File: config.mk
export PLATFORM = sky130hd
export DESIGN_NAME = radar_scan_sequencer
export DESIGN_NICKNAME = d
export VERILOG_FILES = /design/src/rtl/radar_scan_sequencer.sv
export SDC_FILE = /design/constraint.sdc
export NUM_CORES = 1
export LEC_CHECK = 0
export ABC_CLOCK_PERIOD_IN_PS = 10350
export CORE_MARGIN = 2
export CORE_UTILIZATION = 47
export DETAILED_ROUTE_END_ITERATION = 8
export PLACE_DENSITY = 0.69
export SKIP_CTS_REPAIR_TIMING = 1
export SYNTH_ARGS = -nofsm -noshare
export SYNTH_HDL_FRONTEND = slang
export SYNTH_SLANG_ARGS = --single-unit
export TNS_END_PERCENT = 10
File: constraint.sdc
create_clock -name clk -period 10.35 [get_ports clk]
set_clock_uncertainty 0.05 [all_clocks]
set_input_delay 1.5525 -clock clk [delete_from_list [all_inputs] [get_ports clk]]
set_output_delay 1.5525 -clock clk [all_outputs]
set_load 0.1 [all_outputs]
File: src/rtl/radar_scan_sequencer.sv
// -----------------------------------------------------------------------------
// radar_scan_sequencer
//
// Raster scan scheduler for the step-and-stare radar platform. Each raster line
// is one horizontal slip run, a settle delay, then one vertical step. The last
// line ends after its horizontal run. The block supports serpentine direction
// reversal, a per-move watchdog and an abort. It owns the start, direction and
// force-stop inputs of both motor controllers.
//
// Ports
//   clk, rst_n          system clock, asynchronous active-low reset
//   scan_start          request to begin a scan (accepted only when idle)
//   scan_abort          request to stop the current scan immediately
//   cfg_*               scan configuration, captured when a scan is accepted
//   h_done, v_done      move-complete pulses from the motor controllers
//   h_start, h_dir      horizontal start pulse and direction
//   v_start, v_dir      vertical start pulse and direction
//   h/v_force_stop      one-cycle force-stop pulses on abort or timeout
//   busy, line_idx      scan in progress, index of the current line
//   scan_done           one-cycle pulse on normal completion
//   scan_aborted        one-cycle pulse when an abort is taken
//   err_timeout         sticky watchdog error, cleared by the next scan
// -----------------------------------------------------------------------------
module radar_scan_sequencer #(
  parameter int CNT_W  = 32,
  parameter int LINE_W = 16
) (
  input  logic              clk,
  input  logic              rst_n,
  input  logic              scan_start,
  input  logic              scan_abort,
  input  logic [LINE_W-1:0] cfg_lines,
  input  logic [CNT_W-1:0]  cfg_settle_cycles,
  input  logic [CNT_W-1:0]  cfg_timeout_cycles,
  input  logic              cfg_serpentine,
  input  logic              cfg_h_dir0,
  input  logic              cfg_v_dir,
  input  logic              h_done,
  input  logic              v_done,
  output logic              h_start,
  output logic              h_dir,
  output logic              h_force_stop,
  output logic              v_start,
  output logic              v_dir,
  output logic              v_force_stop,
  output logic              busy,
  output logic [LINE_W-1:0] line_idx,
  output logic              scan_done,
  output logic              scan_aborted,
  output logic              err_timeout
);

  localparam logic [CNT_W-1:0]  CNT_ZERO  = {CNT_W{1'b0}};
  localparam logic [CNT_W-1:0]  CNT_ONE   = {{(CNT_W-1){1'b0}}, 1'b1};
  localparam logic [CNT_W-1:0]  CNT_MAX   = {CNT_W{1'b1}};
  localparam logic [LINE_W-1:0] LINE_ZERO = {LINE_W{1'b0}};
  localparam logic [LINE_W-1:0] LINE_ONE  = {{(LINE_W-1){1'b0}}, 1'b1};

  typedef enum logic [2:0] {
    S_IDLE    = 3'd0,
    S_H_START = 3'd1,
    S_H_WAIT  = 3'd2,
    S_SETTLE  = 3'd3,
    S_V_START = 3'd4,
    S_V_WAIT  = 3'd5,
    S_DONE    = 3'd6,
    S_HALT    = 3'd7
  } state_t;

  state_t state_q, state_d;

  // Configuration shadows (the start direction is held directly in h_dir_q).
  logic [LINE_W-1:0] lines_sh_q, lines_sh_d;
  logic [CNT_W-1:0]  settle_sh_q, settle_sh_d;
  logic [CNT_W-1:0]  timeout_sh_q, timeout_sh_d;
  logic              serp_sh_q, serp_sh_d;
  logic              v_dir_sh_q, v_dir_sh_d;

  logic [CNT_W-1:0]  settle_cnt_q, settle_cnt_d;
  logic [CNT_W-1:0]  wdog_q, wdog_d;
  logic              halt_abort_q, halt_abort_d;

  logic              h_start_q, h_start_d;
  logic              h_dir_q, h_dir_d;
  logic              h_force_stop_q, h_force_stop_d;
  logic              v_start_q, v_start_d;
  logic              v_dir_q, v_dir_d;
  logic              v_force_stop_q, v_force_stop_d;
  logic              busy_q, busy_d;
  logic [LINE_W-1:0] line_idx_q, line_idx_d;
  logic              scan_done_q, scan_done_d;
  logic              scan_aborted_q, scan_aborted_d;
  logic              err_timeout_q, err_timeout_d;

  logic              accept;
  logic              abort_take;
  logic              in_wait;
  logic [CNT_W-1:0]  wdog_inc;
  logic              wdog_expire;
  logic [CNT_W:0]    settle_inc;
  logic              settle_go;
  logic              last_line;
  logic              timeout_hit;

  assign accept      = (state_q == S_IDLE) && scan_start;
  // HALT already drives the force-stops, so a second abort there is not re-taken.
  assign abort_take  = scan_abort && (state_q != S_IDLE) && (state_q != S_HALT);
  assign in_wait     = (state_q == S_H_WAIT) || (state_q == S_V_WAIT);
  // The watchdog saturates. The incremented value is compared, so expiry falls
  // on the edge that ends the Nth waiting cycle.
  assign wdog_inc    = (wdog_q == CNT_MAX) ? wdog_q : (wdog_q + CNT_ONE);
  assign wdog_expire = in_wait && (timeout_sh_q != CNT_ZERO) && (wdog_inc == timeout_sh_q);
  // The settle counter is one bit wider so that it cannot overflow.
  // A zero setting still spends the single entry cycle in SETTLE.
  assign settle_inc  = {1'b0, settle_cnt_q} + {{CNT_W{1'b0}}, 1'b1};
  assign settle_go   = (settle_inc >= {1'b0, settle_sh_q});
  assign last_line   = (line_idx_q == (lines_sh_q - LINE_ONE));

  // State register
  always_ff @(posedge clk or negedge rst_n) begin
    if (!rst_n) begin
      state_q <= S_IDLE;
    end else begin
      state_q <= state_d;
    end
  end

  // Next-state logic; abort outranks every other transition
  always_comb begin
    state_d = state_q;
    if (abort_take) begin
      state_d = S_HALT;
    end else begin
      case (state_q)
        S_IDLE: begin
          if (scan_start) begin
            state_d = (cfg_lines == LINE_ZERO) ? S_DONE : S_H_START;
          end else begin
            state_d = S_IDLE;
          end
        end
        S_H_START: state_d = S_H_WAIT;
        S_H_WAIT: begin
          if (h_done) begin
            state_d = last_line ? S_DONE : S_SETTLE;
          end else if (wdog_expire) begin
            state_d = S_HALT;
          end else begin
            state_d = S_H_WAIT;
          end
        end
        S_SETTLE:  state_d = settle_go ? S_V_START : S_SETTLE;
        S_V_START: state_d = S_V_WAIT;
        S_V_WAIT: begin
          if (v_done) begin
            state_d = S_H_START;
          end else if (wdog_expire) begin
            state_d = S_HALT;
          end else begin
            state_d = S_V_WAIT;
          end
        end
        S_DONE:  state_d = S_IDLE;
        S_HALT:  state_d = S_IDLE;
        default: state_d = S_IDLE;
      endcase
    end
  end

  // Datapath: configuration capture, counters, line index, direction, error flag
  always_comb begin
    // Without an abort, HALT can only be entered through the watchdog.
    timeout_hit = (state_d == S_HALT) && !abort_take;

    if (accept) begin
      lines_sh_d    = cfg_lines;
      settle_sh_d   = cfg_settle_cycles;
      timeout_sh_d  = cfg_timeout_cycles;
      serp_sh_d     = cfg_serpentine;
      v_dir_sh_d    = cfg_v_dir;
      line_idx_d    = LINE_ZERO;
      h_dir_d       = cfg_h_dir0;
      err_timeout_d = 1'b0;
    end else begin
      lines_sh_d   = lines_sh_q;
      settle_sh_d  = settle_sh_q;
      timeout_sh_d = timeout_sh_q;
      serp_sh_d    = serp_sh_q;
      v_dir_sh_d   = v_dir_sh_q;
      if ((state_q == S_V_WAIT) && v_done && !abort_take) begin
        line_idx_d = line_idx_q + LINE_ONE;
        h_dir_d    = serp_sh_q ? ~h_dir_q : h_dir_q;
      end else begin
        line_idx_d = line_idx_q;
        h_dir_d    = h_dir_q;
      end
      if (timeout_hit) begin
        err_timeout_d = 1'b1;
      end else begin
        err_timeout_d = err_timeout_q;
      end
    end

    if (state_q == S_SETTLE) begin
      settle_cnt_d = settle_inc[CNT_W-1:0];
    end else begin
      settle_cnt_d = CNT_ZERO;
    end

    if (in_wait) begin
      wdog_d = wdog_inc;
    end else begin
      wdog_d = CNT_ZERO;
    end

    // Records the cause of HALT so that scan_aborted pulses only for aborts.
    if (state_d == S_HALT) begin
      halt_abort_d = abort_take;
    end else begin
      halt_abort_d = 1'b0;
    end
  end

  // Output logic. Start pulses look ahead so that they coincide with their
  // state. Completion and force-stop pulses fire on the edge that leaves
  // DONE or HALT.
  always_comb begin
    h_start_d      = (state_d == S_H_START);
    v_start_d      = (state_d == S_V_START);
    h_force_stop_d = (state_q == S_HALT);
    v_force_stop_d = (state_q == S_HALT);
    scan_aborted_d = (state_q == S_HALT) && halt_abort_q;
    scan_done_d    = (state_q == S_DONE) && !abort_take;
    busy_d         = (state_d != S_IDLE);
    if (accept) begin
      v_dir_d = cfg_v_dir;
    end else if (busy_q) begin
      v_dir_d = v_dir_sh_q;
    end else begin
      v_dir_d = v_dir_q;
    end
  end

  // Datapath and output registers
  always_ff @(posedge clk or negedge rst_n) begin
    if (!rst_n) begin
      lines_sh_q     <= LINE_ZERO;
      settle_sh_q    <= CNT_ZERO;
      timeout_sh_q   <= CNT_ZERO;
      serp_sh_q      <= 1'b0;
      v_dir_sh_q     <= 1'b0;
      settle_cnt_q   <= CNT_ZERO;
      wdog_q         <= CNT_ZERO;
      halt_abort_q   <= 1'b0;
      h_start_q      <= 1'b0;
      h_dir_q        <= 1'b0;
      h_force_stop_q <= 1'b0;
      v_start_q      <= 1'b0;
      v_dir_q        <= 1'b0;
      v_force_stop_q <= 1'b0;
      busy_q         <= 1'b0;
      line_idx_q     <= LINE_ZERO;
      scan_done_q    <= 1'b0;
      scan_aborted_q <= 1'b0;
      err_timeout_q  <= 1'b0;
    end else begin
      lines_sh_q     <= lines_sh_d;
      settle_sh_q    <= settle_sh_d;
      timeout_sh_q   <= timeout_sh_d;
      serp_sh_q      <= serp_sh_d;
      v_dir_sh_q     <= v_dir_sh_d;
      settle_cnt_q   <= settle_cnt_d;
      wdog_q         <= wdog_d;
      halt_abort_q   <= halt_abort_d;
      h_start_q      <= h_start_d;
      h_dir_q        <= h_dir_d;
      h_force_stop_q <= h_force_stop_d;
      v_start_q      <= v_start_d;
      v_dir_q        <= v_dir_d;
      v_force_stop_q <= v_force_stop_d;
      busy_q         <= busy_d;
      line_idx_q     <= line_idx_d;
      scan_done_q    <= scan_done_d;
      scan_aborted_q <= scan_aborted_d;
      err_timeout_q  <= err_timeout_d;
    end
  end

  assign h_start      = h_start_q;
  assign h_dir        = h_dir_q;
  assign h_force_stop = h_force_stop_q;
  assign v_start      = v_start_q;
  assign v_dir        = v_dir_q;
  assign v_force_stop = v_force_stop_q;
  assign busy         = busy_q;
  assign line_idx     = line_idx_q;
  assign scan_done    = scan_done_q;
  assign scan_aborted = scan_aborted_q;
  assign err_timeout  = err_timeout_q;

endmodule
# After elaboration in Yosys (flattened, before gate mapping)
# Cells that the tools add are included.
[totals] output_inout_bits=26 regBits=175 elab_cells=85 in_bits=89
[classes] n_reduce_logical=23 add_sub_neg=4 n_bitwise=1 n_eq_ne=14 n_lt_le_gt_ge=1 muxes=23
[op_table] operator="32-bit 2-to-1 mux" n=3
[op_table] operator="32-bit by 1-bit adder with 33-bit output, second input constant" n=1
[op_table] operator="33-bit by 32-bit >= comparator with 1-bit output" n=1
[op_table] operator="32-bit by 1-bit adder with 32-bit output, second input constant" n=1
[op_table] operator="32-bit == test" n=1
[op_table] operator="32-bit == test, second input constant" n=1
[op_table] operator="16-bit 2-to-1 mux" n=2
[op_table] operator="32-bit nonzero test" n=1
[op_table] operator="3-bit 2-to-1 mux" n=8
[op_table] operator="3-bit one-hot mux with 7 select lines" n=1
[op_table] operator="3-bit == test, second input constant" n=6
[op_table] operator="16-bit by 1-bit adder with 16-bit output, second input constant" n=1
[op_table] operator="16-bit == test" n=1
[op_table] operator="16-bit zero test" n=1
[op_table] operator="16-bit by 1-bit subtractor with 16-bit output, second input constant" n=1
[op_table] operator="1-bit logical AND" n=10
[op_table] operator="1-bit 2-to-1 mux" n=8
[op_table] operator="2-bit nonzero test" n=4
[op_table] operator="3-bit by 1-bit == test with 1-bit output, second input constant" n=2
[op_table] operator="3-bit by 2-bit == test with 1-bit output, second input constant" n=2
[op_table] operator="3-bit nonzero test" n=2
[op_table] operator="3-bit zero test" n=1
[op_table] operator="3-bit != test, second input constant" n=1
[op_table] operator="2-bit 2-to-1 mux" n=1
[op_table] operator="other kinds (5)" n=5

# Longest topological paths before layout
# Gate-level depths: netlist of run 1.
[depth] word_depth=12 mapped_depth=20 mapped_depth_nobuf=19

# Worst setup path before layout of run 1
# Ideal clock, no wire load.
[synth_path] path_kind="flip-flop to flip-flop" start="register settle_cnt_q[0]" end="register err_timeout_q (netlist: err_timeout)" t_arrival_ps=3658 path_stages_with_launch=19 setup_time_ps=101 path_slack_ps=6542 required_ps=10199 path_buffers=0 period_less_slack_ps=3808 path_cell_list="dfrtp_1 > ha_1 > and4_1 > nand2_1 > or2_2 > or3_1 > nor2_1 > xor2_1 > ha_1 > a21o_1 > a21o_1 > a21oi_1 > nand2_1 > a211oi_1 > nor2_1 > a21oi_1 > o21ai_0 > and3_4 > o32ai_1"
[synth_via] elab_chain_len=8
[synth_rtl] element="start: declaration" line="79" source="logic [CNT_W-1:0] settle_cnt_q, settle_cnt_d;"
[synth_rtl] element="start signal: assignment" line="272" source="settle_cnt_q <= settle_cnt_d;"
[synth_rtl] element="32-bit by 1-bit adder with 33-bit output" line="115" source="assign settle_inc = {1'b0, settle_cnt_q} + {{CNT_W{1'b0}}, 1'b1};"
[synth_rtl] element="33-bit by 32-bit >= comparator with 1-bit output" line="116" source="assign settle_go = (settle_inc >= {1'b0, settle_sh_q});"
[synth_rtl] element="3-bit 2-to-1 mux" line="152" source="S_SETTLE: state_d = settle_go ? S_V_START : S_SETTLE;"
[synth_rtl] element="3-bit one-hot mux with 7 select lines" line="134" source="case (state_q)"
[synth_rtl] element="3-bit 2-to-1 mux" line="131" source="if (abort_take) begin"
[synth_rtl] element="3-bit == test" line="173" source="timeout_hit = (state_d == S_HALT) && !abort_take;"
[synth_rtl] element="1-bit logical AND" line="173"
[synth_rtl] element="2-bit nonzero test (no source line)"
[synth_rtl] element="end signal: assignment" line="285" source="err_timeout_q <= err_timeout_d;"
[synth_rtl] element="end: declaration" line="93" source="logic err_timeout_q, err_timeout_d;"
# No other way between the ends.
# A chain may end at the register's enable or synchronous reset.

# Worst setup path in the final report of run 1
# Same ends and word-level chain as after synthesis.

==> reports/results.ini, run 1 <==
[detailed_routing]
route.final.wire_length_mm=27.3
first_pass_iters=6
detail_routed_net_length_per_standard_cell_um=18.3
route.vias.total=8680
route.antenna.remaining_nets=0
drc_violations=0
initialDrtViolationCount=660
avgViaCountPerCell=5.83

[worst_setup_path]
worst_setup_path_start_kind=flop
critical_path.top_delay_family=simple AND/OR/NAND/NOR gates
critical_path.max_fanout=5
slowest_cp_cell=dfrtp_1
reg2reg_depth=18
timing.rr.start=settle_cnt_q[0]
critical_path_required_ps=10630
r2r_end=err_timeout
critical_path.endpoint_type=flop
cp.depth=18
critical-path-max-stage-delay_ps=440
r2r_setup_slack_ps=5860
critical_path.cell_chain=ha_1 -> and4_1 -> nand2_1 -> or2_2 -> or3_1 -> nor2_1 -> xor2_1 -> ha_1 -> a21o_1 -> a21o_1 -> a21oi_1 -> nand2_1 -> a211oi_1 -> nor2_1 -> a21oi_1 -> o21ai_0 -> and3_4 -> o32ai_1
cp.arrival_ps=4770
worst-path-buf-inv=0
timing_worst_setup_path_type=flop to flop

[die]
top_level_port_count=115
num_rows=54
dieHeight_um=152
core-area_um2=21700
floorplan.die.width_um=152
floorplan.initialDensity_pct=47.6
dieArea_um2=23200

[timing]
finalHoldViolations=0
finalSetupViolCount=0
setup_tns_ps=0
fmax_ghz=0.223
min_period_over_period_pct=43.4
tightestPinTransition_ps=1090
max_slew_headroom_at_the_worst_pin_pct=27.2
grt_setup_unrepaired=false
slew_violations=0
final_period_minus_worst_setup_slack_ps=4490

[placement]
routabilityCongestion=0.993
place.detailed.instances=1458
placement.io_buffers=114
dp_hpwl_mm=19.9

[synth]
post-synth-top-count-cell=dfrtp_1
synth-seq-cells=175
synthDominantCellAreaShare_pct=42.4
synthTopCellsByCount=dfrtp_1, nor2_1, nand2_1
post_synth_inst_count=1108
synth_cell_type_count=66
asyncSetResetFlopFracSynth_pct=100
synth_top_area_cell=dfrtp_1
netlist_top_cells_area=dfrtp_1, xnor2_1, mux2_2, ha_1, xor2_1
synth-edff-count=0
synth.net_count=1233
synthesis.yosys.warnings=0
synth-main-ff-cell=dfrtp_1
netlist_area_um2=10300
yosysSeqAreaShare_pct=42.4
average_size_of_a_mapped_cell_um2=9.32

[clock_network]
cts_root_buf=clkbuf_16
cts.path.max_buffers=2
clk_pin_slew_worst_paths_ps=70
cts_tree=yes
cts-htree-levels=4
clk-insertion-delay-late_ps=430
cts_made_buffers=17
clock_sinks=175

[flow_run]
drv.max_cap_violation_count=0

[cells_and_area]
area_growth_pct=19.4
layout-drive-gt1-share_pct=8.93
diodes=0
finish.cell_count_without_fillers=1490
fin_nets=1322
fillers=1917

[hold_path]
hp-start=halt_abort_q
timing.hold.worst_endpoint=scan_aborted
holdCritPathClass=flop to flop
instance_count_along_the_most_critical_hold_path=1

[run_status]
status=finished clean

[global_routing]
grt_pass1_wl_mm=45.3
grt.total_usage_pct=23.9
antenna_found_initial=0
largest_net_degree_at_the_start_of_global_routing=75
globalRouteOverflowTotal=0
grt_pass1_vias=8619

[pwr]
worst_ir_drop_vdd_uv=103
power_leakage_nw=5.12
pwr_density_cell_nw_per_um2=221

-- metal layers --
layer | wire length (um) | vias to the layer above | track usage [%]
met5 | 0 | - | 0
met4 | 760 | 0 | 8.68
met3 | 1530 | 60 | 4.35
met2 | 12800 | 342 | 38.4
met1 | 12200 | 4169 | 32.5
li1 | - | 4109 | -
-- sequential cells by signal, indices dropped and copies added, names as in the netlist --
name          count
state_q           3
halt_abort_q      1
v_start           1
h_start           1
err_timeout       1
settle_sh_q      32
v_dir             1
scan_aborted      1
busy              1
settle_cnt_q     32
lines_sh_q       16
v_force_stop      1
serp_sh_q         1
scan_done         1
h_dir             1
wdog_q           32
v_dir_sh_q        1
line_idx         16
timeout_sh_q     32
-- where the power goes --
group          internal [mW]  total [mW]  switching [mW]  leakage (nW)
combinational          0.379       0.926           0.547          2.56
clock                  0.412       0.711           0.299         0.306
sequential             0.872        1.08           0.211          2.26
-- kinds of logic (layout without fill, tap and decap cells) --
kind of cell               count (synthesis)  count (layout)  synth area share (%)
buffers and inverters                    110             212                  4.20
muxes                                     52              52                  5.57
adders and majority gates                 36              36                  4.36
AOI/OAI and AO/OA                        167             167                  10.4
and+or+nand+nor                          454             454                  23.4
DFF                                      175             175                  42.4
xor gates and xnor gates                 114             114                  9.67
-- worst register-to-register path: cells and delay by family (launching register included) --
family          cells  cell delay (ps)
simple gates        8             1630
compound gates      7             1530
fa+ha+maj           2              520
flops               1              440
xor+xnor            1              220
-- worst max path at each step --
stage / from / to / slack (ps)
4_1_cts: settle_cnt_q[0] / err_timeout / 5890
2_1_floorplan: settle_cnt_q[0] / err_timeout / 6540
3_3_place_gp: settle_cnt_q[0] / err_timeout / 5970
3_5_place_dp: settle_cnt_q[0] / err_timeout / 5880
6_report: settle_cnt_q[0] / err_timeout / 5860
5_1_grt: settle_cnt_q[0] / h_start / 5530
-- final cells by class --
type,count,area (um2),share of cell area (%)
clock buffers,17,425,3.45
clock inverters,15,223,1.81
inverters,57,214,1.74
multi-input cells,823,5530,44.8
flip-flops and latches,175,4380,35.5
well taps,280,350,2.84
repair buffers,123,1210,9.82
-- placed cells by master, fill, tap and decap left out, drive strengths merged, types with 5 or more instances in the layout --
master,synthesis,layout
dfrtp,175,175
clkdlybuf4s50,0,113
nor2,91,91
nand2,87,87
xnor2,70,70
inv,57,63
o21ai,59,59
nand4,49,49
nand3,48,48
xor2,44,44
mux2,44,44
ha,36,36
and2,34,34
a21oi,30,30
nor4,30,30
nor3,28,28
and3,19,19
clkbuf,38,17
nor2b,15,15
a21o,14,14
or3,13,13
a31oi,10,10
buf,15,10
mux2i,8,8
o22ai,7,7
and4,6,6
or2,6,6
nand3b,6,6
a2111oi,6,6
nor3b,5,5
nor4b,5,5
or4,5,5
-- per-stage QoR --
stage | hold WS (ps) | setup slack (ps) | util, % | cell area (um2) | power (mW)
after CTS | 448 | 5890 | 56.8 | 12300 | 2.73
after global routing | 462 | 5530 | 56.8 | 12300 | 2.89
after detailed placement | 418 | 5880 | 53.8 | 11700 | 2.01
after global placement | 413 | 5970 | 53.8 | 11700 | 2.00
after floorplan | 378 | 6540 | - | 10300 | 1.71
final | 451 | 5860 | 56.8 | 12300 | 2.72
(Power assumes the default switching activity.)
==> run 2, diff against run 1 <==
--- a/config.mk
+++ b/config.mk
@@ -5,7 +5,7 @@
 export SDC_FILE = /design/constraint.sdc
 export NUM_CORES = 1
 export LEC_CHECK = 0
-export ABC_CLOCK_PERIOD_IN_PS = 10350
+export ABC_CLOCK_PERIOD_IN_PS = 4300
 export CORE_MARGIN = 2
 export CORE_UTILIZATION = 47
 export DETAILED_ROUTE_END_ITERATION = 8
==> constraint.sdc (replaced) <==
create_clock -name clk -period 4.3 [get_ports clk]
set_clock_uncertainty 0.05 [all_clocks]
set_input_delay 0.645 -clock clk [delete_from_list [all_inputs] [get_ports clk]]
set_output_delay 0.645 -clock clk [all_outputs]
set_load 0.1 [all_outputs]
==> reports/results.ini, run 2 (synthesis results as in run 1) <==
[cells_and_area]
area_growth_pct=22.6
diodes=0
most_frequent_cells_in_the_layout=dfrtp_1, clkdlybuf4s50_1, nor2_1
layout.cells.most_common=dfrtp_1
fin_nets=1364
postLayoutCellArea_um2=12700
layout-drive-gt1-share_pct=12.8

[detailed_routing]
route.vias.total=8840
drc_violations=0
route.antenna.remaining_nets=0
initialDrtViolationCount=775
first_pass_iters=7
avgViaCountPerCell=5.77
detail_routed_net_length_per_standard_cell_um=18.0
route.final.wire_length_mm=27.5

[clock_network]
cts_tree=yes
clock_sinks=175
clk-insertion-delay-late_ps=440
cts_made_buffers=17
clk_pin_slew_worst_paths_ps=70
cts.path.max_buffers=2
cts_root_buf=clkbuf_16
cts-htree-levels=4

[timing]
fmax_ghz=0.242
finalHoldViolations=0
layout_setup_ws_ps=169
final_period_minus_worst_setup_slack_ps=4130
tightestPinTransition_ps=1030
max_slew_headroom_at_the_worst_pin_pct=31.3
slew_violations=0
finalSetupViolCount=0
min_period_over_period_pct=96.1

[die]
floorplan.die.width_um=152
core-area_um2=21700
top_level_port_count=115
floorplan.initialDensity_pct=47.6
dieHeight_um=152
dieArea_um2=23200
num_rows=54

[pwr]
pwr_density_cell_nw_per_um2=506
p_total_mw=6.41
power_leakage_nw=5.33
worst_ir_drop_vdd_uv=241

[global_routing]
globalRouteOverflowTotal=0
antenna_found_initial=0
grt.total_usage_pct=24.1
grt_pass1_vias=8587
largest_net_degree_at_the_start_of_global_routing=78
grt_pass1_wl_mm=45.6

[placement]
dp_hpwl_mm=20.6
cell_area_placed_um2=12000
placement.io_buffers=114
dp_slack_ps=91.7
routabilityCongestion=0.955

[worst_setup_path]
timing_worst_setup_path_type=flop to flop
critical_path_required_ps=4580
r2r_setup_slack_ps=170
worst_setup_path_start_kind=flop
critical_path.endpoint_type=flop
cp.arrival_ps=4410
critical_path.max_fanout=5

[hold_path]
holdCritPathClass=input pin to async pin

[run_status]
status=finished clean

[flow_run]
drv.max_cap_violation_count=0

run 2: changes by cell type in the layout (fill, tap and decap cells not counted), moves of 3 or more:
cell,previous run,this run
inv_8,1,5
inv_6,5,2
bufinv_16,4,0
buf_12,0,3
buf_4,9,48
clkinv_4,1,4
run 2: path summary, 6_finish.rpt:
check,from,endpoint,cells past startpoint
max,settle_cnt_q[0],err_timeout,18
min,rst_n,line_idx[3],1
max reg2reg,settle_cnt_q[0],err_timeout,18
min reg2reg,halt_abort_q,scan_aborted,1
max in group asynchronous,rst_n,settle_cnt_q[19],2
min in group clk,halt_abort_q,scan_aborted,1
run 2: critical path, stage by stage (launching register included):
cell	delay [ps]
dfrtp_1	400
ha_2	220
and4_4	230
nand2_1	90
or2_2	360
or3_4	410
nor2_2	130
xor2_1	210
ha_1	280
a21o_1	180
a21o_1	180
a21oi_2	150
nand2_1	70
a211oi_1	230
nor2_1	90
a21oi_2	190
o21ai_0	100
and3_4	170
o32ai_1	280
run 2: area by class of cell:
class,instances,area [um2]
fillers,1851,9030
multi-input cells,823,5560
inverters,57,214
flip-flops and latches,175,4380
clock buffers,17,425
clock inverters,15,165
repair buffers,165,1560
well taps,280,350
run 2: per-stage QoR:
stage	utilization [%]	TNS (ps)	std cells	hold WS, ps
2_1_floorplan	-	0	1108	299
3_3_place_gp	55.4	0	1498	383
3_5_place_dp	55.4	0	1498	402
4_1_cts	58.1	0	1530	184
5_1_grt	58.4	-29.6	1532	207
6_report	58.4	0	1532	156
run 2: power by group:
part	switching (mW)	internal, mW
sequential	0.492	2.10
combinational	1.33	0.948
clock	0.753	0.780
total	2.58	3.83
run 2: layer usage:
layer / track usage (%) / vias up / routed length, um
met5: 0 / - / 0
met4: 9.43 / 0 / 896
met3: 3.98 / 70 / 1520
met2: 39.0 / 332 / 13000
met1: 32.6 / 4249 / 12100
li1: - / 4189 / -
==> run 3, diff against run 2 <==
--- a/config.mk
+++ b/config.mk
@@ -9,6 +9,7 @@
 export CORE_MARGIN = 2
 export CORE_UTILIZATION = 47
 export DETAILED_ROUTE_END_ITERATION = 8
+export MAX_ROUTING_LAYER = met4
 export PLACE_DENSITY = 0.69
 export SKIP_CTS_REPAIR_TIMING = 1
 export SYNTH_ARGS = -nofsm -noshare
==> reports/results.ini, run 3 (synthesis results as in run 1) <==
[detailed_routing]
drc_violations=0
route.antenna.remaining_nets=0
route.vias.total=8679
avgViaCountPerCell=5.64
route.final.wire_length_mm=27.7
first_pass_iters=7
initialDrtViolationCount=646
detail_routed_net_length_per_standard_cell_um=18.0

[die]
floorplan.initialDensity_pct=47.6
core-area_um2=21700
dieHeight_um=152
top_level_port_count=115
num_rows=54
dieArea_um2=23200
floorplan.die.width_um=152

[clock_network]
clk_pin_slew_worst_paths_ps=80
cts_tree=yes
cts-htree-levels=4
clk-insertion-delay-late_ps=430
cts.path.max_buffers=2
cts_root_buf=clkbuf_16
clock_sinks=175
cts_made_buffers=17

[timing]
tightestPinTransition_ps=1020
max_slew_headroom_at_the_worst_pin_pct=31.5
final_period_minus_worst_setup_slack_ps=4180
hold_ws_ps=232
finalSetupViolCount=0
fmax_ghz=0.239
min_period_over_period_pct=97.3
slew_violations=0
finalHoldViolations=0
layout_setup_ws_ps=116
setup_tns_ps=0

[worst_setup_path]
worst-path-buf-inv=0
r2r_end=err_timeout
worst_setup_path_start_kind=flop
critical_path_required_ps=4570
timing_worst_setup_path_type=flop to flop
r2r_setup_slack_ps=120
critical-path-max-stage-delay_ps=790
critical_path.cell_chain=ha_1 -> nand3_1 -> nor4_1 -> nor4b_1 -> xnor2_1 -> nand2_1 -> nand4_1 -> or4_4 -> or4_1 -> and3_4 -> o32ai_1
critical_path.endpoint_type=flop
reg2reg_depth=11
critical_path.top_delay_family=simple AND/OR/NAND/NOR gates
slowest_cp_cell=nor4_1
timing.rr.start=wdog_q[0]
critical_path.max_fanout=7
cp.arrival_ps=4460

[global_routing]
largest_net_degree_at_the_start_of_global_routing=85
globalRouteOverflowTotal=0
antenna_found_initial=0
grt_pass1_vias=8384
grt.total_usage_pct=24.7
grt_pass1_wl_mm=45.2

[run_status]
status=finished clean

[placement]
place.detailed.instances=1505
dp_hpwl_mm=20.8
dp_slack_ps=155
cell_area_placed_um2=12000
placement.io_buffers=114
routabilityCongestion=0.974

[pwr]
pwr_density_cell_nw_per_um2=508
power_leakage_nw=5.35
worst_ir_drop_vdd_uv=253

[cells_and_area]
diodes=0
most_frequent_cells_in_the_layout=dfrtp_1, clkdlybuf4s50_1, nor2_1
layout.cells.most_common=dfrtp_1
postLayoutCellArea_um2=12700
finish.cell_count_without_fillers=1538
fin_nets=1370
layout-drive-gt1-share_pct=13.2
area_growth_pct=22.8

[flow_run]
drv.max_cap_violation_count=0

[hold_path]
holdCritPathClass=input pin to async pin

[run 3: per-layer routing]
layer	vias to the layer above	routed length, um	track usage (%)
met2	227	13100	38.6
met5	-	0	-
li1	4225	-	-
met3	37	1200	3.53
met1	4190	12900	34.0
met4	0	518	6.45
[run 3: worst max path at each step]
stage,from,to,slack [ps],depth (start not counted)
2_1_floorplan,settle_cnt_q[0],err_timeout,490,18
3_3_place_gp,settle_cnt_q[0],err_timeout,220,18
3_5_place_dp,settle_cnt_q[0],err_timeout,160,18
4_1_cts,settle_cnt_q[0],err_timeout,110,18
5_1_grt,settle_cnt_q[0],err_timeout,-4,18
6_report,wdog_q[0],err_timeout,120,11
[run 3: area by class of cell]
class                      instances  area [um2]
timing repair buffer             171        1580
tap                              280         350
multi-input combinational        823        5570
sequential                       175        4380
clock inverter                    15         163
inverter                          57         214
fill                            1871        9000
clock buffer                      17         425
[run 3: power by group]
part,total [mW],internal [mW],leakage (nW),switching (mW)
Sequential,2.59,2.10,2.26,0.496
Combinational,2.30,0.952,2.80,1.35
Clock,1.54,0.785,0.286,0.760
[run 3: stage by stage]
stage          utilization [%]  power (mW)
2_1_floorplan                -        4.13
3_3_place_gp              55.5        4.86
3_5_place_dp              55.5        4.90
4_1_cts                   58.2        6.45
5_1_grt                   58.5        6.83
6_report                  58.5        6.44
